File: src/rtl/uart_tx_arbiter.sv
// uart_tx_arbiter
//   Shares one UART transmitter among NREQ byte-stream requesters.
//   Arbitration is round-robin. A grant stays locked for one packet. The packet
//   ends on req_last, after MAX_BURST bytes, or when the owner leaves req_valid
//   low for IDLE_TIMEOUT cycles. Bytes are handed to the UART through the
//   tx_start/tx_data/tx_busy handshake, so packets from different requesters
//   never interleave.
//
// Optional feature: define ARB_STATS_EN to add the stat_bytes/stat_timeouts
//   counters and their ports.
//
// Ports:
//   clock          system clock
//   resetb         asynchronous active-low reset
//   req_valid      [NREQ]    per-requester byte valid
//   req_data       [8*NREQ]  per-requester byte; requester i on [8i+7:8i]
//   req_last       [NREQ]    final byte of a packet
//   req_ready      [NREQ]    byte accepted this cycle (one-hot or zero)
//   tx_start       one-cycle start pulse to the UART
//   tx_data        [8] byte to the UART, held until the next accept
//   tx_busy        UART is shifting a byte
//   grant_id       [3] current owner, valid while active=1
//   active         a grant is held
//   stat_bytes     [16] saturating count of accepted bytes (ARB_STATS_EN)
//   stat_timeouts  [8]  saturating count of idle-timeout releases (ARB_STATS_EN)
//
// state   | meaning
// IDLE    | no owner; scan req_valid from rr_ptr for the next grant
// SEND    | owner presented req_ready; waiting for its req_valid
// WAIT_HI | tx_start issued; waiting for the UART to raise tx_busy
// WAIT_LO | UART shifting; waiting for tx_busy to fall
module uart_tx_arbiter #(
  parameter int NREQ         = 4,
  parameter int MAX_BURST    = 16,
  parameter int IDLE_TIMEOUT = 64
) (
  input  logic              clock,
  input  logic              resetb,
  input  logic [NREQ-1:0]   req_valid,
  input  logic [8*NREQ-1:0] req_data,
  input  logic [NREQ-1:0]   req_last,
  output logic [NREQ-1:0]   req_ready,
  output logic              tx_start,
  output logic [7:0]        tx_data,
  input  logic              tx_busy,
  output logic [2:0]        grant_id,
  output logic              active
`ifdef ARB_STATS_EN
  ,
  output logic [15:0]       stat_bytes,
  output logic [7:0]        stat_timeouts
`endif
);

  typedef enum logic [1:0] {IDLE, SEND, WAIT_HI, WAIT_LO} state_t;

  localparam logic [3:0] NREQ_W     = 4'(NREQ);
  localparam logic [2:0] LAST_ID    = 3'(NREQ - 1);
  localparam logic [7:0] BURST_LAST = 8'(MAX_BURST - 1);
  localparam logic [9:0] IDLE_LAST  = 10'(IDLE_TIMEOUT - 1);

  state_t     state;
  logic [2:0] rr_ptr;
  logic [7:0] byte_cnt;
  logic [9:0] idle_cnt;
  logic       last_flag;

  // Requester vectors padded to 8 lanes so a 3-bit id indexes them directly
  // for every legal NREQ.
  logic [7:0]  valid_pad;
  logic [7:0]  last_pad;
  logic [63:0] data_pad;
  logic [7:0]  ready_pad;

  assign valid_pad = 8'(req_valid);
  assign last_pad  = 8'(req_last);
  assign data_pad  = 64'(req_data);

  logic       sel_valid;
  logic       sel_last;
  logic [7:0] sel_data;

  assign sel_valid = valid_pad[grant_id];
  assign sel_last  = last_pad[grant_id];
  assign sel_data  = data_pad[{grant_id, 3'b000} +: 8];

  assign ready_pad = (state == SEND) ? (8'b1 << grant_id) : 8'b0;
  assign req_ready = ready_pad[NREQ-1:0];

  // The first valid requester found scanning cyclically from rr_ptr wins.
  logic       win_found;
  logic [2:0] win_id;
  logic [3:0] scan_idx;

  always_comb begin
    win_found = 1'b0;
    win_id    = '0;
    scan_idx  = '0;
    for (int i = 0; i < NREQ; i++) begin
      scan_idx = {1'b0, rr_ptr} + 4'(i);
      if (scan_idx >= NREQ_W) scan_idx = scan_idx - NREQ_W;
      if (!win_found && valid_pad[scan_idx[2:0]]) begin
        win_found = 1'b1;
        win_id    = scan_idx[2:0];
      end
    end
  end

  logic [2:0] next_ptr;
  logic       accept_stb;
  logic       timeout_stb;

  assign next_ptr    = (grant_id == LAST_ID) ? 3'd0 : grant_id + 3'd1;
  assign accept_stb  = (state == SEND) && sel_valid;
  assign timeout_stb = (state == SEND) && !sel_valid && (idle_cnt >= IDLE_LAST);

  always_ff @(posedge clock or negedge resetb) begin
    if (!resetb) begin
      state     <= IDLE;
      rr_ptr    <= '0;
      byte_cnt  <= '0;
      idle_cnt  <= '0;
      last_flag <= 1'b0;
      tx_start  <= 1'b0;
      tx_data   <= '0;
      grant_id  <= '0;
      active    <= 1'b0;
    end else begin
      tx_start <= 1'b0;
      case (state)
        IDLE: begin
          if (win_found) begin
            grant_id <= win_id;
            active   <= 1'b1;
            byte_cnt <= '0;
            idle_cnt <= '0;
            state    <= SEND;
          end
        end
        SEND: begin
          if (accept_stb) begin
            tx_start  <= 1'b1;
            tx_data   <= sel_data;
            byte_cnt  <= byte_cnt + 8'd1;
            last_flag <= sel_last || (byte_cnt == BURST_LAST);
            idle_cnt  <= '0;
            state     <= WAIT_HI;
          end else if (timeout_stb) begin
            state  <= IDLE;
            active <= 1'b0;
            rr_ptr <= next_ptr;
          end else if (idle_cnt != 10'h3FF) begin
            idle_cnt <= idle_cnt + 10'd1;
          end
        end
        WAIT_HI: begin
          if (tx_busy) state <= WAIT_LO;
        end
        WAIT_LO: begin
          if (!tx_busy) begin
            if (last_flag) begin
              state  <= IDLE;
              active <= 1'b0;
              rr_ptr <= next_ptr;
            end else begin
              state <= SEND;
            end
          end
        end
        default: state <= IDLE;
      endcase
    end
  end

`ifdef ARB_STATS_EN
  always_ff @(posedge clock or negedge resetb) begin
    if (!resetb) begin
      stat_bytes    <= '0;
      stat_timeouts <= '0;
    end else begin
      if (accept_stb && (stat_bytes != 16'hFFFF)) stat_bytes <= stat_bytes + 16'd1;
      if (timeout_stb && (stat_timeouts != 8'hFF)) stat_timeouts <= stat_timeouts + 8'd1;
    end
  end
`endif

endmodule
File: config.mk
export PLATFORM = sky130hd
export DESIGN_NAME = uart_tx_arbiter
export DESIGN_NICKNAME = d
export VERILOG_FILES = /design/src/rtl/uart_tx_arbiter.sv
export SDC_FILE = /design/constraint.sdc
export NUM_CORES = 1
export LEC_CHECK = 0
export ABC_AREA = 1
export BUFFER_PORTS_ARGS = -buffer_cell sky130_fd_sc_hd__buf_2
export CAP_MARGIN = 30
export CELL_PAD_IN_SITES_DETAIL_PLACEMENT = 1
export CELL_PAD_IN_SITES_GLOBAL_PLACEMENT = 1
export CORE_MARGIN = 2
export CORE_UTILIZATION = 40
export DETAILED_ROUTE_END_ITERATION = 8
export PLACE_DENSITY = 0.89
export SYNTH_ARGS = -nofsm -noshare
export SYNTH_HDL_FRONTEND = slang
export SYNTH_SLANG_ARGS = --single-unit
File: constraint.sdc
create_clock -name clock -period 3.1 [get_ports clock]
set_clock_uncertainty 0.05 [all_clocks]
set_input_delay 0.31 -clock clock [delete_from_list [all_inputs] [get_ports clock]]
set_output_delay 0.31 -clock clock [all_outputs]
set_load 0.05 [all_outputs]
==> results of run 1 <==
power by group through the flow:
stage | Clock [mW] | Sequential (mW) | Combinational [mW]
detailed placement | 0 | 0.759 | 1.86
global route | 0.356 | 0.774 | 2.06
finish | 0.335 | 0.758 | 1.86
floorplan | 0 | 0.984 | 1.20
CTS | 0.340 | 0.754 | 1.87
global placement | 0 | 0.755 | 1.78
kinds of logic (layout without fill, tap and decap cells):
group                    Yosys count  after routing  synth area share (%)
AO/OA/AOI/OAI                     46             46                  10.5
AND/OR/NAND/NOR                  213            213                  37.8
buffers and inverters             47            103                  8.23
flip-flops                        37             37                  37.4
adder cells (fa/ha/maj)            8              8                  4.04
XOR/XNOR                           6              6                  2.12
final timing paths:
| check | from | endpoint | slack (ns) |
|---|---|---|---|
| worst max-delay path | grant_id[0]$_DFFE_PN0P_ | byte_cnt[6]$_DFFE_PN0P_ | 0.54 |
| worst min-delay path | resetb | tx_data[4]$_DFFE_PN0P_ | 0.09 |
| worst max register to register | grant_id[0]$_DFFE_PN0P_ | byte_cnt[6]$_DFFE_PN0P_ | 0.54 |
| worst min register to register | active$_DFFE_PN0P_ | active$_DFFE_PN0P_ | 0.44 |
| max in group asynchronous | resetb | grant_id[2]$_DFFE_PN0P_ | 2.35 |
| min in group clock | tx_busy | register | 0.25 |
registers in the layout (all words and copies together), names as in the netlist, named ones only:
register,flops
idle_cnt,10
last_flag,1
byte_cnt,8
tx_data,8
active,1
state,1
rr_ptr,3
grant_id,3
tx_start,1
worst register-to-register path: stages (launching register included):
cell and delay, ns:
dfrtp_1 0.40, buf_4 0.27, inv_2 0.21, nand2_1 0.14, nand3_1 0.10, nand2_1 0.16
nand2_1 0.28, inv_2 0.44, nand2_1 0.14, nand2_1 0.09, inv_1 0.05, nor3_1 0.17
layer usage:
metal / wire length (µm) / vias up / global-route usage [%]
met5: 0 / - / 0
met4: 106 / 0 / 5.90
met3: 236 / 12 / 3.70
met2: 3540 / 60 / 39.8
met1: 3390 / 1240 / 28.7
li1: - / 1257 / -
metrics by stage:
stage	hold slack (ns)	area (µm²)	setup slack (ns)	util, %
4_1_cts	0.117	2900	0.565	48.6
5_1_grt	0.143	2900	0.309	48.6
3_5_place_dp	0.423	2820	0.679	47.3
6_report	0.0908	2900	0.539	48.6
3_3_place_gp	0.414	2820	0.871	47.3
2_1_floorplan	-0.0356	2480	0.833	-
cells in the mapped netlist, types with 2 or more instances:
library cell  count
clkbuf_1          5
ha_1              8
nor2_1           71
nand2_2           7
or2_2             2
dfrtp_1          37
nor3_1            9
xor2_1            3
o21ai_0          26
nand3_1          31
inv_2             4
a21boi_0          2
buf_2             5
nand2_1          80
nand4_1           5
xnor2_1           3
inv_1            28
nor2_2            2
a31oi_1           9
a21oi_1           4
a21oi_2           2
nand3_2           2
buf_6             2
layout make-up:
| type | instances | area [µm²] | area share, % |
|---|---|---|---|
| clock inverter | 1 | 8.76 | 0.302 |
| sequential | 37 | 926 | 32.0 |
| multi-input combinational | 273 | 1350 | 46.5 |
| tap | 75 | 93.8 | 3.24 |
| inverter | 35 | 138 | 4.75 |
| timing repair buffer | 61 | 310 | 10.7 |
| clock buffer | 6 | 72.6 | 2.51 |
==> flow_summary.ini, run 1 <==
[critical_path]
r2r_cells = 11
critical_path_required_ns = 3.25
cpMostUsedCell = nand2_1
crit_fanout = 27
cpPeakStageDelay_ns = 0.43
cp.depth = 11
crit_slowest_cell = inv_2
crit_chain = buf_4 > inv_2 > nand2_1 > nand3_1 > nand2_1 > nand2_1 > inv_2 > nand2_1 > nand2_1 > inv_1 > nor3_1
path_buf_inv = 4
critical-path-top-delay-family = simple AND/OR/NAND/NOR gates
endpoint_kind = register
start_kind = register
worstSetupPathType = reg2reg
critPathArrivalTime_ns = 2.71

[sta]
fin_crit_sh_pct = 82.6
rsz0062_at_grt = no
finalHoldViolCount = 0
fin_tns_setup_ns = 0
max_freq_ghz = 0.390
finalSetupViolCount = 0
worst_slew_pin_slew_ns = 0.887
slew_headroom_pct = 40.8
post-route-min-period_ns = 2.56
final-max-slew-violation-count = 0

[power_and_ir_drop]
p_seq_share_pct = 25.7
p_comb_share_pct = 63.0
power_density_mw_per_mm2 = 1020
p_sw_mw = 1.66
p_int_mw = 1.29
p_leak_nw = 1.54
p_sw_share_pct = 56.2
peakVddDrop_uv = 489
power.clock.fraction_pct = 11.3
p_total_mw = 2.95

[die]
initial_core_util_pct = 41.6
rows = 28
pin_count = 60
die_h_um = 82.7
coreArea_mm2 = 0.00596
die_x_um = 82.7
die_area_mm2 = 0.00684

[clock_tree]
htreeDepth = 2
numCtsBuffers = 5
cts-resized-gates = 0
clk_pin_slew_ns = 0.07
post-cts-setup-buffer-count = 0
clock_sinks = 37
clockBufferDepth = 2
cts_root_buf = clkbuf_8
tritoncts = built
insertion_delay_ns = 0.29
cts_hold_buf = 0

[place]
dp_hpwl_mm = 5.50
io_buffers = 59
dp_cells = 481
gp_congestion = 0.832

[detailed_routing]
drtIter0Drc = 111
vias = 2569
vias_per_cell = 5.26
totalWireLength_mm = 7.28
route.detailed.drc = 0
wl_per_cell_um = 14.9
dr.pass1.iters = 4
drtAntennaViolNets = 0

[synth]
synthArstFlopShare_pct = 100
synth.distinct_cells = 33
netlist_instances = 357
synth.area.top_cells = dfrtp_1 (37%), nand2_1 (12%), nor2_1 (11%)
syn-num-nets = 408
synth-edff-count = 0
synth_area_leader_cell = dfrtp_1
ys_seq_area_share_pct = 37.4
synth_seq_cells = 37
synthFlopType = dfrtp_1
netlist_area_mm2 = 0.00248
yosysWarnings = 0
netlist.area_leader.share_pct = 37.4
synth.avg_cell_area_um2 = 6.94

[final_layout]
drive_gt1_share_pct = 22.3
fin_nets = 464
fillerInstances = 804
area_delta_synth_final_pct = 16.9
mostFrequentLayoutCells = nand2_1 (80), nor2_1 (71), buf_2 (59)
final_cells = 488
antennaDiodeCount = 0
final_common_cell = nand2_1

[grt]
grt_pass1_wl_mm = 11.8
grt_max_degree = 38
overflow = 0
antenna_found_initial = 0
track_usage_pct = 22.6
grt_pass1_vias = 2564

[flow_run]
maxCapViolCount = 0

[run_status]
status = completed

[hold_path]
hold_path_class = in2async
(Power assumes the default switching activity.)
==> inputs of run 2 (changes only) <==
CORE_UTILIZATION = 38   (was 40)
PLACE_DENSITY = 0.85   (was 0.89)
clock period = 2.4 ns   (was 3.1 ns; I/O delays follow)
==> run 2 against run 1 <==
  * The flow now finishes with violations (hold timing)
  * Die area rose by 5.0%
  * Global-route usage fell by 1.9 points
  * Via count fell by 0.62%
  * Cell count rose by 1.4%
  * Register-to-register slack got worse by 0.28 ns
  * Utilization fell by 1.7 points
  * Final area rose by 2.3%
  * Setup slack got worse by 0.33 ns
  * Sequential share of layout area fell by 0.73 points
  * Total power rose by 35%
  * Critical path depth fell by 6
  * Non-clock buffer count rose by 4
==> flow_summary.ini, run 2 (synthesis results as in run 1) <==
[critical_path]
crit_chain = buf_4 > ha_1 > nand2_1 > nor2_1 > buf_2
crit_slowest_cell = dfrtp_1
start_kind = register
cpPeakStageDelay_ns = 0.59
critPathArrivalTime_ns = 1.90
worstSetupPathType = reg2out
critical-path-top-delay-family = flip-flops
endpoint_kind = output pin
path_buf_inv = 2
crit_fanout = 15
critical_path_required_ns = 2.11

[grt]
met2_usage_pct = 35.9
grt_use_met1_pct = 25.9
grt_pass1_wl_mm = 12.1
antenna_found_initial = 0
grt_max_degree = 38
top_usage_layer = met2
use_met3_pct = 5.01
overflow = 0
track_usage_pct = 20.7
grt_pass1_vias = 2629

[power_and_ir_drop]
power.clock.fraction_pct = 14.4
p_comb_share_pct = 60.5
p_sw_mw = 2.12
power_density_mw_per_mm2 = 1340
p_leak_nw = 1.57
p_int_mw = 1.85
p_sw_share_pct = 53.4
p_seq_share_pct = 25.1
peakVddDrop_uv = 578

[final_layout]
drive_gt1_share_pct = 23.2
fin_util_pct = 46.9
antennaDiodeCount = 0
final_common_cell = nand2_1
largest_reg_flops = 10
area_delta_synth_final_pct = 19.6
final_cells = 495
mostFrequentLayoutCells = nand2_1 (80), nor2_1 (71), buf_2 (59)
top_register = idle_cnt
fillerInstances = 856
reg_top3 = idle_cnt: 10 flops, byte_cnt: 8 flops, tx_data: 8 flops
fin_nets = 468

[sta]
whs_ns = -0.00617
post-route-min-period_ns = 2.19
slew_headroom_pct = 43.3
rsz0062_at_grt = no
fin_tns_setup_ns = 0
max_freq_ghz = 0.457
finalSetupViolCount = 0
finalHoldViolCount = 3
worst_slew_pin_slew_ns = 0.850
final-max-slew-violation-count = 0
fin_ws_ns = 0.213
fin_crit_sh_pct = 91.1

[place]
dp_hpwl_mm = 5.41
dp_cells = 487
gp_congestion = 0.870
place_worst_setup_slack_ns = 0.250
io_buffers = 59

[die]
die_x_um = 84.7
die_h_um = 84.7
initial_core_util_pct = 39.2
pin_count = 60
coreArea_mm2 = 0.00631
die_area_mm2 = 0.00718
rows = 29

[detailed_routing]
vias_per_cell = 5.16
dr.pass1.iters = 4
drtIter0Drc = 113
wl_per_cell_um = 14.1
totalWireLength_mm = 6.98
route.detailed.drc = 0
drtAntennaViolNets = 0
vias = 2553

[run_status]
violations = hold timing
status = finished with violations

[clock_tree]
clock_sinks = 37
cts-resized-gates = 0
htreeDepth = 2
cts_hold_buf = 0
numCtsBuffers = 5
clk_pin_slew_ns = 0.08
clockBufferDepth = 2
tritoncts = built
post-cts-setup-buffer-count = 0
cts_root_buf = clkbuf_8
insertion_delay_ns = 0.29

[flow_run]
maxCapViolCount = 0

[hold_path]
hold_path_class = in2async
[run 2: cell count changes in the layout (fill, tap and decap cells not counted)]
cell,change
buf_4,+4
bufinv_16,+1
clkbuf_8,+1
clkinv_4,-1
[run 2: worst register-to-register path, delay by kind of cell (launching register included)]
kind | cells | cell delay, ns
DFF | 1 | 0.59
buffers and inverters | 2 | 0.20
and+or+nand+nor | 8 | 0.93
adders and majority gates | 1 | 0.34
[run 2: final timing paths]
check	endpoint	startpoint	cells after the start	slack (ns)
max	req_ready[3]	grant_id[0]$_DFFE_PN0P_	5	0.21
min	idle_cnt[4]$_DFFE_PN0P_	resetb	1	-0.006
max reg2reg	idle_cnt[5]$_DFFE_PN0P_	rr_ptr[0]$_DFFE_PN0P_	11	0.26
min reg2reg	active$_DFFE_PN0P_	active$_DFFE_PN0P_	2	0.45
max in group asynchronous	tx_data[7]$_DFFE_PN0P_	resetb	1	1.76
min in group clock	register	tx_busy	3	0.20
[run 2: power groups by stage]
stage	Combinational [mW]	Sequential, mW	Clock (mW)
final	2.41	0.998	0.571
after global routing	2.71	1.03	0.603
after CTS	2.44	1.00	0.578
after detailed placement	2.43	1.01	0
after global placement	2.34	1.00	0
after floorplan	1.55	1.27	0
[run 2: area by class of cell]
class / count / area, µm² / area share, %
clock inverters: 1 / 30.0 / 1.01
clock buffers: 7 / 86.3 / 2.91
inverters: 35 / 138 / 4.64
flip-flops and latches: 37 / 926 / 31.2
multi-input cells: 273 / 1350 / 45.5
well taps: 77 / 96.3 / 3.25
repair buffers: 65 / 340 / 11.5
[run 2: metal layers]
metal	part of all wire (%)	routed length, µm
met5	0	0
met4	1.1	78
met3	4.8	338
met2	50	3460
met1	44	3100
[run 2: per-stage QoR]
step	power [mW]	hold WS, ns	instance area (µm²)
after floorplan	2.82	-0.106	2480
after global placement	3.34	0.331	2850
after detailed placement	3.43	0.350	2850
after CTS	4.02	0.0273	2960
after global routing	4.34	0.0493	2960
final	3.98	-0.00617	2960
